==> src/rtl/muldiv_rv64m.sv <==
// Iterative RV64M multiply/divide unit (MUL*, DIV*, REM* and W variants).
// Radix-2 shift-add multiply and restoring divide on operand magnitudes.
module muldiv_rv64m #(
    parameter int XLEN = 64
) (
    input  logic            clock,
    input  logic            reset,
    input  logic            start,
    input  logic [2:0]      funct3,
    input  logic            is_word,
    input  logic [XLEN-1:0] rs1,
    input  logic [XLEN-1:0] rs2,
    output logic            busy,
    output logic            done,
    output logic [XLEN-1:0] result
);

    localparam int HW = XLEN / 2;

    typedef enum logic [1:0] {
        S_IDLE,
        S_CALC,
        S_FIX,
        S_DONE
    } state_t;

    state_t state_q, state_d;

    logic [6:0]        cnt_q, cnt_d;
    logic [2:0]        fn_q, fn_d;
    logic              word_q, word_d;
    logic              neg_q, neg_d;
    logic              rneg_q, rneg_d;
    logic              dz_q, dz_d;
    logic [XLEN-1:0]   dvd_q, dvd_d;
    logic [2*XLEN-1:0] opa_q, opa_d;
    logic [XLEN-1:0]   opb_q, opb_d;
    logic [2*XLEN-1:0] acc_q, acc_d;
    logic [XLEN-1:0]   result_q, result_d;

    logic            a_sgn, b_sgn, sa, sb;
    logic [XLEN-1:0] a_ext, b_ext, a_mag, b_mag;

    logic [XLEN:0]   rem_sh, rem_sub;
    logic            rem_ge;

    logic [2*XLEN-1:0] prod_fix;
    logic [XLEN-1:0]   quo_fix, rem_fix, sel_fix, res_fix;

    // Operand extension, sign detection and magnitudes for the start cycle
    always_comb begin
        a_sgn = 1'b0;
        b_sgn = 1'b0;
        unique case (funct3)
            3'b001: begin
                a_sgn = 1'b1;
                b_sgn = 1'b1;
            end
            3'b010: a_sgn = 1'b1;
            3'b100, 3'b110: begin
                a_sgn = 1'b1;
                b_sgn = 1'b1;
            end
            default: ;
        endcase
        a_ext = rs1;
        b_ext = rs2;
        if (is_word) begin
            // MULW only keeps the low word, so signedness is irrelevant
            if (!funct3[2]) begin
                a_sgn = 1'b0;
                b_sgn = 1'b0;
            end
            a_ext = a_sgn ? {{HW{rs1[HW-1]}}, rs1[HW-1:0]}
                          : {{HW{1'b0}}, rs1[HW-1:0]};
            b_ext = b_sgn ? {{HW{rs2[HW-1]}}, rs2[HW-1:0]}
                          : {{HW{1'b0}}, rs2[HW-1:0]};
        end
        sa    = a_sgn & a_ext[XLEN-1];
        sb    = b_sgn & b_ext[XLEN-1];
        a_mag = sa ? -a_ext : a_ext;
        b_mag = sb ? -b_ext : b_ext;
    end

    // One restoring-division step: shift in next dividend bit, try subtract
    always_comb begin
        rem_sh  = {acc_q[XLEN-1:0], opb_q[XLEN-1]};
        rem_sub = rem_sh - {1'b0, opa_q[XLEN-1:0]};
        rem_ge  = rem_sh >= {1'b0, opa_q[XLEN-1:0]};
    end

    // Sign correction, special cases and result selection
    always_comb begin
        prod_fix = neg_q ? -acc_q : acc_q;
        quo_fix  = neg_q ? -opb_q : opb_q;
        rem_fix  = rneg_q ? -acc_q[XLEN-1:0] : acc_q[XLEN-1:0];
        if (dz_q) begin
            quo_fix = '1;
            rem_fix = dvd_q;
        end
        if (fn_q[2]) begin
            sel_fix = fn_q[1] ? rem_fix : quo_fix;
        end else if (word_q || fn_q[1:0] == 2'b00) begin
            sel_fix = prod_fix[XLEN-1:0];
        end else begin
            sel_fix = prod_fix[2*XLEN-1:XLEN];
        end
        res_fix = word_q ? {{HW{sel_fix[HW-1]}}, sel_fix[HW-1:0]} : sel_fix;
    end

    // Next-state and datapath update
    always_comb begin
        state_d  = state_q;
        cnt_d    = cnt_q;
        fn_d     = fn_q;
        word_d   = word_q;
        neg_d    = neg_q;
        rneg_d   = rneg_q;
        dz_d     = dz_q;
        dvd_d    = dvd_q;
        opa_d    = opa_q;
        opb_d    = opb_q;
        acc_d    = acc_q;
        result_d = result_q;
        unique case (state_q)
            S_IDLE: begin
                if (start) begin
                    state_d = S_CALC;
                    cnt_d   = is_word ? 7'd32 : 7'd64;
                    fn_d    = funct3;
                    word_d  = is_word;
                    neg_d   = sa ^ sb;
                    rneg_d  = sa;
                    dz_d    = (b_ext == '0);
                    dvd_d   = a_ext;
                    acc_d   = '0;
                    if (funct3[2]) begin
                        opa_d = {{XLEN{1'b0}}, b_mag};
                        opb_d = is_word ? {a_mag[HW-1:0], {HW{1'b0}}} : a_mag;
                    end else begin
                        opa_d = {{XLEN{1'b0}}, a_mag};
                        opb_d = b_mag;
                    end
                end
            end
            S_CALC: begin
                cnt_d = cnt_q - 7'd1;
                if (fn_q[2]) begin
                    acc_d = {{(XLEN-1){1'b0}}, rem_ge ? rem_sub : rem_sh};
                    opb_d = {opb_q[XLEN-2:0], rem_ge};
                end else begin
                    if (opb_q[0]) begin
                        acc_d = acc_q + opa_q;
                    end
                    opa_d = opa_q << 1;
                    opb_d = opb_q >> 1;
                end
                if (cnt_q == 7'd1) begin
                    state_d = S_FIX;
                end
            end
            S_FIX: begin
                result_d = res_fix;
                state_d  = S_DONE;
            end
            S_DONE: state_d = S_IDLE;
            default: state_d = S_IDLE;
        endcase
    end

    // State and datapath registers with synchronous reset
    always_ff @(posedge clock) begin
        if (reset) begin
            state_q  <= S_IDLE;
            cnt_q    <= '0;
            fn_q     <= '0;
            word_q   <= 1'b0;
            neg_q    <= 1'b0;
            rneg_q   <= 1'b0;
            dz_q     <= 1'b0;
            dvd_q    <= '0;
            opa_q    <= '0;
            opb_q    <= '0;
            acc_q    <= '0;
            result_q <= '0;
        end else begin
            state_q  <= state_d;
            cnt_q    <= cnt_d;
            fn_q     <= fn_d;
            word_q   <= word_d;
            neg_q    <= neg_d;
            rneg_q   <= rneg_d;
            dz_q     <= dz_d;
            dvd_q    <= dvd_d;
            opa_q    <= opa_d;
            opb_q    <= opb_d;
            acc_q    <= acc_d;
            result_q <= result_d;
        end
    end

    assign busy   = (state_q == S_CALC) || (state_q == S_FIX);
    assign done   = (state_q == S_DONE);
    assign result = result_q;

endmodule

==> config.mk <==
export PLATFORM = sky130hd
export DESIGN_NAME = muldiv_rv64m
export DESIGN_NICKNAME = d
export VERILOG_FILES = /design/src/rtl/muldiv_rv64m.sv
export SDC_FILE = /design/constraint.sdc
export NUM_CORES = 2
export LEC_CHECK = 0
export CORE_MARGIN = 4
export CORE_UTILIZATION = 34
export CTS_BUF_LIST = sky130_fd_sc_hd__clkbuf_4 sky130_fd_sc_hd__clkbuf_8 sky130_fd_sc_hd__clkbuf_16
export DETAILED_ROUTE_END_ITERATION = 6
export GPL_ROUTABILITY_DRIVEN = 0
export HOLD_SLACK_MARGIN = 0.15
export PLACE_DENSITY_LB_ADDON = 0.3
export SYNTH_ARGS = -nofsm -noshare
export SYNTH_HDL_FRONTEND = slang
export SYNTH_SLANG_ARGS = --single-unit
==> constraint.sdc <==
create_clock -name clock -period 4.79 [get_ports clock]
set_clock_uncertainty 0.2 [all_clocks]
set_input_delay 0.479 -clock clock [delete_from_list [all_inputs] [get_ports clock]]
set_output_delay 0.479 -clock clock [all_outputs]
set_load 0.02 [all_outputs]
Word-level counts from Yosys, hierarchy flattened
Index checks and enable logic that the tools add are counted.
{"block": "op_classes", "n_lt_le_gt_ge": 1, "n_mux": 43, "eq_ne": 12, "add_sub_neg": 8, "n_reduce_logical": 13, "bitwise_logic": 3}
{"operator": "2-to-1 mux 64 bit", "n": 19}
{"operator": "2-to-1 mux 128 bit", "n": 6}
{"operator": "case mux 128 bit (2 select lines)", "n": 2}
{"operator": "negator 64 bit", "n": 4}
{"operator": "adder 128 bit", "n": 1}
{"operator": "negator 128 bit", "n": 1}
{"operator": "case mux 64 bit (2 select lines)", "n": 1}
{"operator": "greater-or-equal comparator 65 x 64 -> 1 bit", "n": 1}
{"operator": "2-to-1 mux 65 bit", "n": 1}
{"operator": "subtractor 65 x 64 -> 65 bit", "n": 1}
{"operator": "zero test 64 bit", "n": 1}
{"operator": "2-to-1 mux 7 bit", "n": 2}
{"operator": "case mux 7 bit (2 select lines)", "n": 1}
{"operator": "2-to-1 mux 1 bit", "n": 8}
{"operator": "case mux 2 bit (4 select lines)", "n": 1}
{"operator": "equality test 7 x 1 -> 1 bit, second input constant", "n": 1}
{"operator": "subtractor 7 x 1 -> 7 bit, second input constant", "n": 1}
{"operator": "equality test 3 bit, second input constant", "n": 2}
{"operator": "inequality test 2 bit, second input constant", "n": 3}
{"operator": "AND reduction 2 bit", "n": 3}
{"operator": "AND reduction 3 bit", "n": 2}
{"operator": "equality test 2 bit, second input constant", "n": 2}
{"operator": "zero test 2 bit", "n": 2}
{"operator": "2-to-1 mux 2 bit", "n": 2}
{"operator": "10 further kinds", "n": 12}
{"block": "totals", "wordCells": 92, "input_bits": 135, "register_bits": 464, "output_inout_bits": 66}

Longest topological paths before layout
{"block": "logic_depth", "word_depth": 13, "ltp_mapped": 17, "mapped_depth_nobuf": 15}

Worst setup path after synthesis
Ideal clock, no wire load.
{"block": "synth_timing", "kind": "reg-to-reg", "start": "register acc_q[12]", "end": "register result_q[59] (netlist: result[59])", "required_time_ns": 4.511, "n_path_buf": 2, "setup_slack_ns": 0.595, "t_arrival_ns": 3.916, "period_less_slack_ns": 4.195, "path_stages_with_launch": 14, "setup_ns": 0.079, "cell_sequence": "dfxtp_1 buf_6 or4_4 nor4_4 nand4_4 or4_4 buf_6 or3_4 or3_4 or4_4 nor2_2 nand3_1 a31o_1 a211oi_2"}
{"block": "synth_between", "elab_chain_len": 6, "elab_cells_between_ends": 9, "cone_classes": "add/sub: 2; mux: 7"}
{"item": "from (decl)", "line": "38", "rtl": "logic [2*XLEN-1:0] acc_q, acc_d;"}
{"item": "from (signal assigned)", "line": "184", "rtl": "acc_q <= '0;"}
{"item": "from (signal assigned)", "line": "197", "rtl": "acc_q <= acc_d;"}
{"item": "negator 64 bit", "line": "96", "rtl": "rem_fix = rneg_q ? -acc_q[XLEN-1:0] : acc_q[XLEN-1:0];"}
{"item": "2-to-1 mux 64 bit", "line": "96"}
{"item": "2-to-1 mux 64 bit", "line": "97", "rtl": "if (dz_q) begin"}
{"item": "2-to-1 mux 64 bit", "line": "102", "rtl": "sel_fix = fn_q[1] ? rem_fix : quo_fix;"}
{"item": "2-to-1 mux 64 bit *", "line": "101", "rtl": "if (fn_q[2]) begin"}
{"item": "2-to-1 mux 64 bit *", "line": "108", "rtl": "res_fix = word_q ? {{HW{sel_fix[HW-1]}}, sel_fix[HW-1:0]} : sel_fix;"}
{"item": "to (signal assigned)", "line": "198", "rtl": "result_q <= result_d;"}
{"item": "to (decl)", "line": "39", "rtl": "logic [XLEN-1:0] result_q, result_d;"}
Every way passes the cells marked *; elsewhere a longest branch is shown, timed or not.
A chain may end at the register's enable or synchronous reset.

Worst setup path after layout
{"block": "layout_timing", "start": "register acc_q[10]", "end": "register result_q[59] (netlist: result[59])"}
Same word-level chain as after synthesis.

==> metrics.yaml <==
avgSynthCellArea_um2: 6.88
antenna_left: 0
synth_flop_cell: "dfxtp_1"
drv_cap: 0
violations: "DRC"
syn2layout_area_growth_pct: 16.7
dr.pass1.iters: 7
finalCritPeriodShare: 0.986
critPathMaxFanout: 10
grt_antenna_before_repair: 6
drc: 53
coreArea_mm2: 0.129
grt_pass1_vias: 47700
maxSlewHeadroom: 0.0639
grt_max_degree: 160
cp.arrival_ps: 5130
p_switching_mw: 16.6
clkLatencyLatePin_ps: 700
grt_pass1_wl_um: 318000
rsz0062_at_grt: "false"
drv_slew: 0
vias: 53200
clk_pin_slew_ps: 70
synth_cell_type_count: 88
clockPowerShare: 0.155
pwr-share-seq: 0.197
powerDensity_mw_per_mm2: 591
hp-class: "input port to flop"
period_needed_ps: 4720
end_kind: "flop"
grt-ovfl-total: 0
drive_above_1_share: 0.0899
report.final.hold_viol_count: 0
p_int_mw: 13.9
synth_fp_nets: 6778
synthCells: 6439
io_pins: 201
async_flop_share: 0
synth_enable_flop_cells: 0
clock_path_buffers: 3
finalSetupViolCount: 0
start_kind: "flop"
cts_made_buffers: 55
yosysSeqAreaShare: 0.210
port_buffers: 200
switching_share: 0.544
p_leak_nw: 19.7
status: "finished, violations left"
pwr-share-comb: 0.648
wl_per_cell_um: 26.5
grt_usage: 0.307
vias_per_cell: 6.37
drtIter0Drc: 8707
netlist_area_mm2: 0.0443
wl_um: 222000
dpl.hpwl_um: 172000
worstPathRequired_ps: 5200
finalPower_mw: 30.6
vdd_ir_drop_max_uv: 461
clock-sinks: 464
final_nets: 6898
clockRootBuffer: "clkbuf_16"
initial_utilization: 0.342
die_area_mm2: 0.136
setup_tns_ps: 0
ys_warn_count: 0
cts_tree: "yes"
die_h_um: 369
htreeDepth: 2
synth_seq_cells: 464
path_class: "flop to flop"
worst_pin_slew_ps: 1390
fmax_ghz: 0.212
rows: 132
die_w_um: 369
## path summary, 6_finish.rpt
check,start,end,slack [ps],cells after the start
worst max-delay path,acc_q[10]$_SDFFE_PP0P_,result[59]$_SDFFE_PP0P_,70,15
worst min register to register,dvd_q[9]$_SDFFE_PP0P_,dvd_q[9]$_SDFFE_PP0P_,250,2
worst max register to register,acc_q[10]$_SDFFE_PP0P_,result[59]$_SDFFE_PP0P_,70,15
worst min-delay path,rs1[16],dvd_q[16]$_SDFFE_PP0P_,250,3
## layer usage
metal / share of wire / up-vias / track usage
met5: 0.000059 / - / 0.00178
met4: 0.076 / 2 / 0.186
met3: 0.14 / 803 / 0.0983
met2: 0.39 / 3709 / 0.430
met1: 0.39 / 24800 / 0.405
li1: - / 23800 / -
## cell usage after synthesis (all sizes together) (113+ instances only)
| master | count | share of area |
|---|---|---|
| nand2 | 776 | 0.066 |
| nor2 | 690 | 0.059 |
| a21oi | 596 | 0.067 |
| o21ai | 497 | 0.056 |
| clkbuf | 479 | 0.041 |
| dfxtp | 464 | 0.21 |
| xnor2 | 231 | 0.046 |
| a211oi | 208 | 0.035 |
| xor2 | 203 | 0.040 |
| ha | 202 | 0.057 |
| nor3 | 201 | 0.023 |
| inv | 165 | 0.014 |
| a21o | 120 | 0.020 |
| nand3 | 113 | 0.013 |
## cell usage in the layout, fill, tap and decap left out, drive strengths merged, types with 37 or more instances in the layout
cell / count
o211ai: 88
nand2: 776
nand4: 98
nor4: 73
o21ai: 497
a221oi: 43
nand3: 113
or3: 79
a21oi: 596
mux2i: 103
a22oi: 111
o22ai: 37
nand2b: 42
xor2: 203
nor2: 690
clkbuf: 68
o21bai: 58
dfxtp: 464
a21o: 120
nor3: 201
a31oi: 68
inv: 172
clkdlybuf4s50: 197
ha: 202
xnor2: 231
nor2b: 44
a311oi: 45
buf: 400
a211oi: 208
or4: 40
o31ai: 77
and3: 40
## state kept, by name, indices dropped and copies added (netlist names)
register and count:
opa_q 128, rneg_q 1, result 64, dz_q 1, cnt_q 7, acc_q 128, fn_q 3, dvd_q 64
word_q 1, opb_q 64, state_q 2, neg_q 1
## cell families after synthesis
kind of cell / after synthesis / synth area share
fa+ha+maj: 204 / 0.0580
flops: 464 / 0.210
buf+inv: 702 / 0.0601
mux: 108 / 0.0246
xor+xnor: 434 / 0.0858
compound gates: 2220 / 0.323
simple gates: 2307 / 0.239
## metrics by stage
stage	instance area [µm²]	hold WS, ps	std cells	setup WS, ps	util
final	51700	249	8355	68.9	0.399
after global routing	51700	275	8348	22.0	0.399
after CTS	51600	242	8346	163	0.399
after detailed placement	49600	244	8242	2.56	0.383
after global placement	49600	240	8242	-43.0	0.383
after floorplan	44300	232	6439	595	-
## what timing repair did
item / 4_1_cts / 5_1_grt
setup buffers: 0 / 1
pin swaps: 0 / 1
hold endpoints to repair: 48 / 0
resized for setup: 1 / 4
setup endpoints to repair: 1 / 7
hold buffers: 1 / 0
## power by group through the flow
stage	Clock, mW	Sequential [mW]	Combinational, mW
final	4.75	6.02	19.8
after global routing	4.89	6.00	20.7
after CTS	4.75	5.89	18.8
after detailed placement	0	5.97	18.7
after global placement	0	5.95	18.6
after floorplan	0	5.47	11.8
## layout make-up
| class | instances | area, µm² |
|---|---|---|
| sequential | 464 | 9300 |
| clock buffer | 68 | 1540 |
| timing repair buffer | 598 | 5100 |
| clock inverter | 35 | 437 |
| multi-input combinational | 5273 | 32500 |
| fill | 13700 | 77800 |
| tap | 1742 | 2180 |
| antenna | 8 | 20.0 |
| inverter | 167 | 627 |
## critical path, stage by stage (launching register included)
cell,delay [ps]
dfxtp_1,380
buf_4,220
or4_1,550
nor4_4,230
buf_4,200
nand4_4,90
buf_4,180
nor3_1,340
nand2b_1,110
or3_1,530
nor3_1,530
nand2b_1,200
xnor2_1,120
o221ai_1,270
a31o_1,290
a211oi_2,200
(Power assumes the default switching activity.)
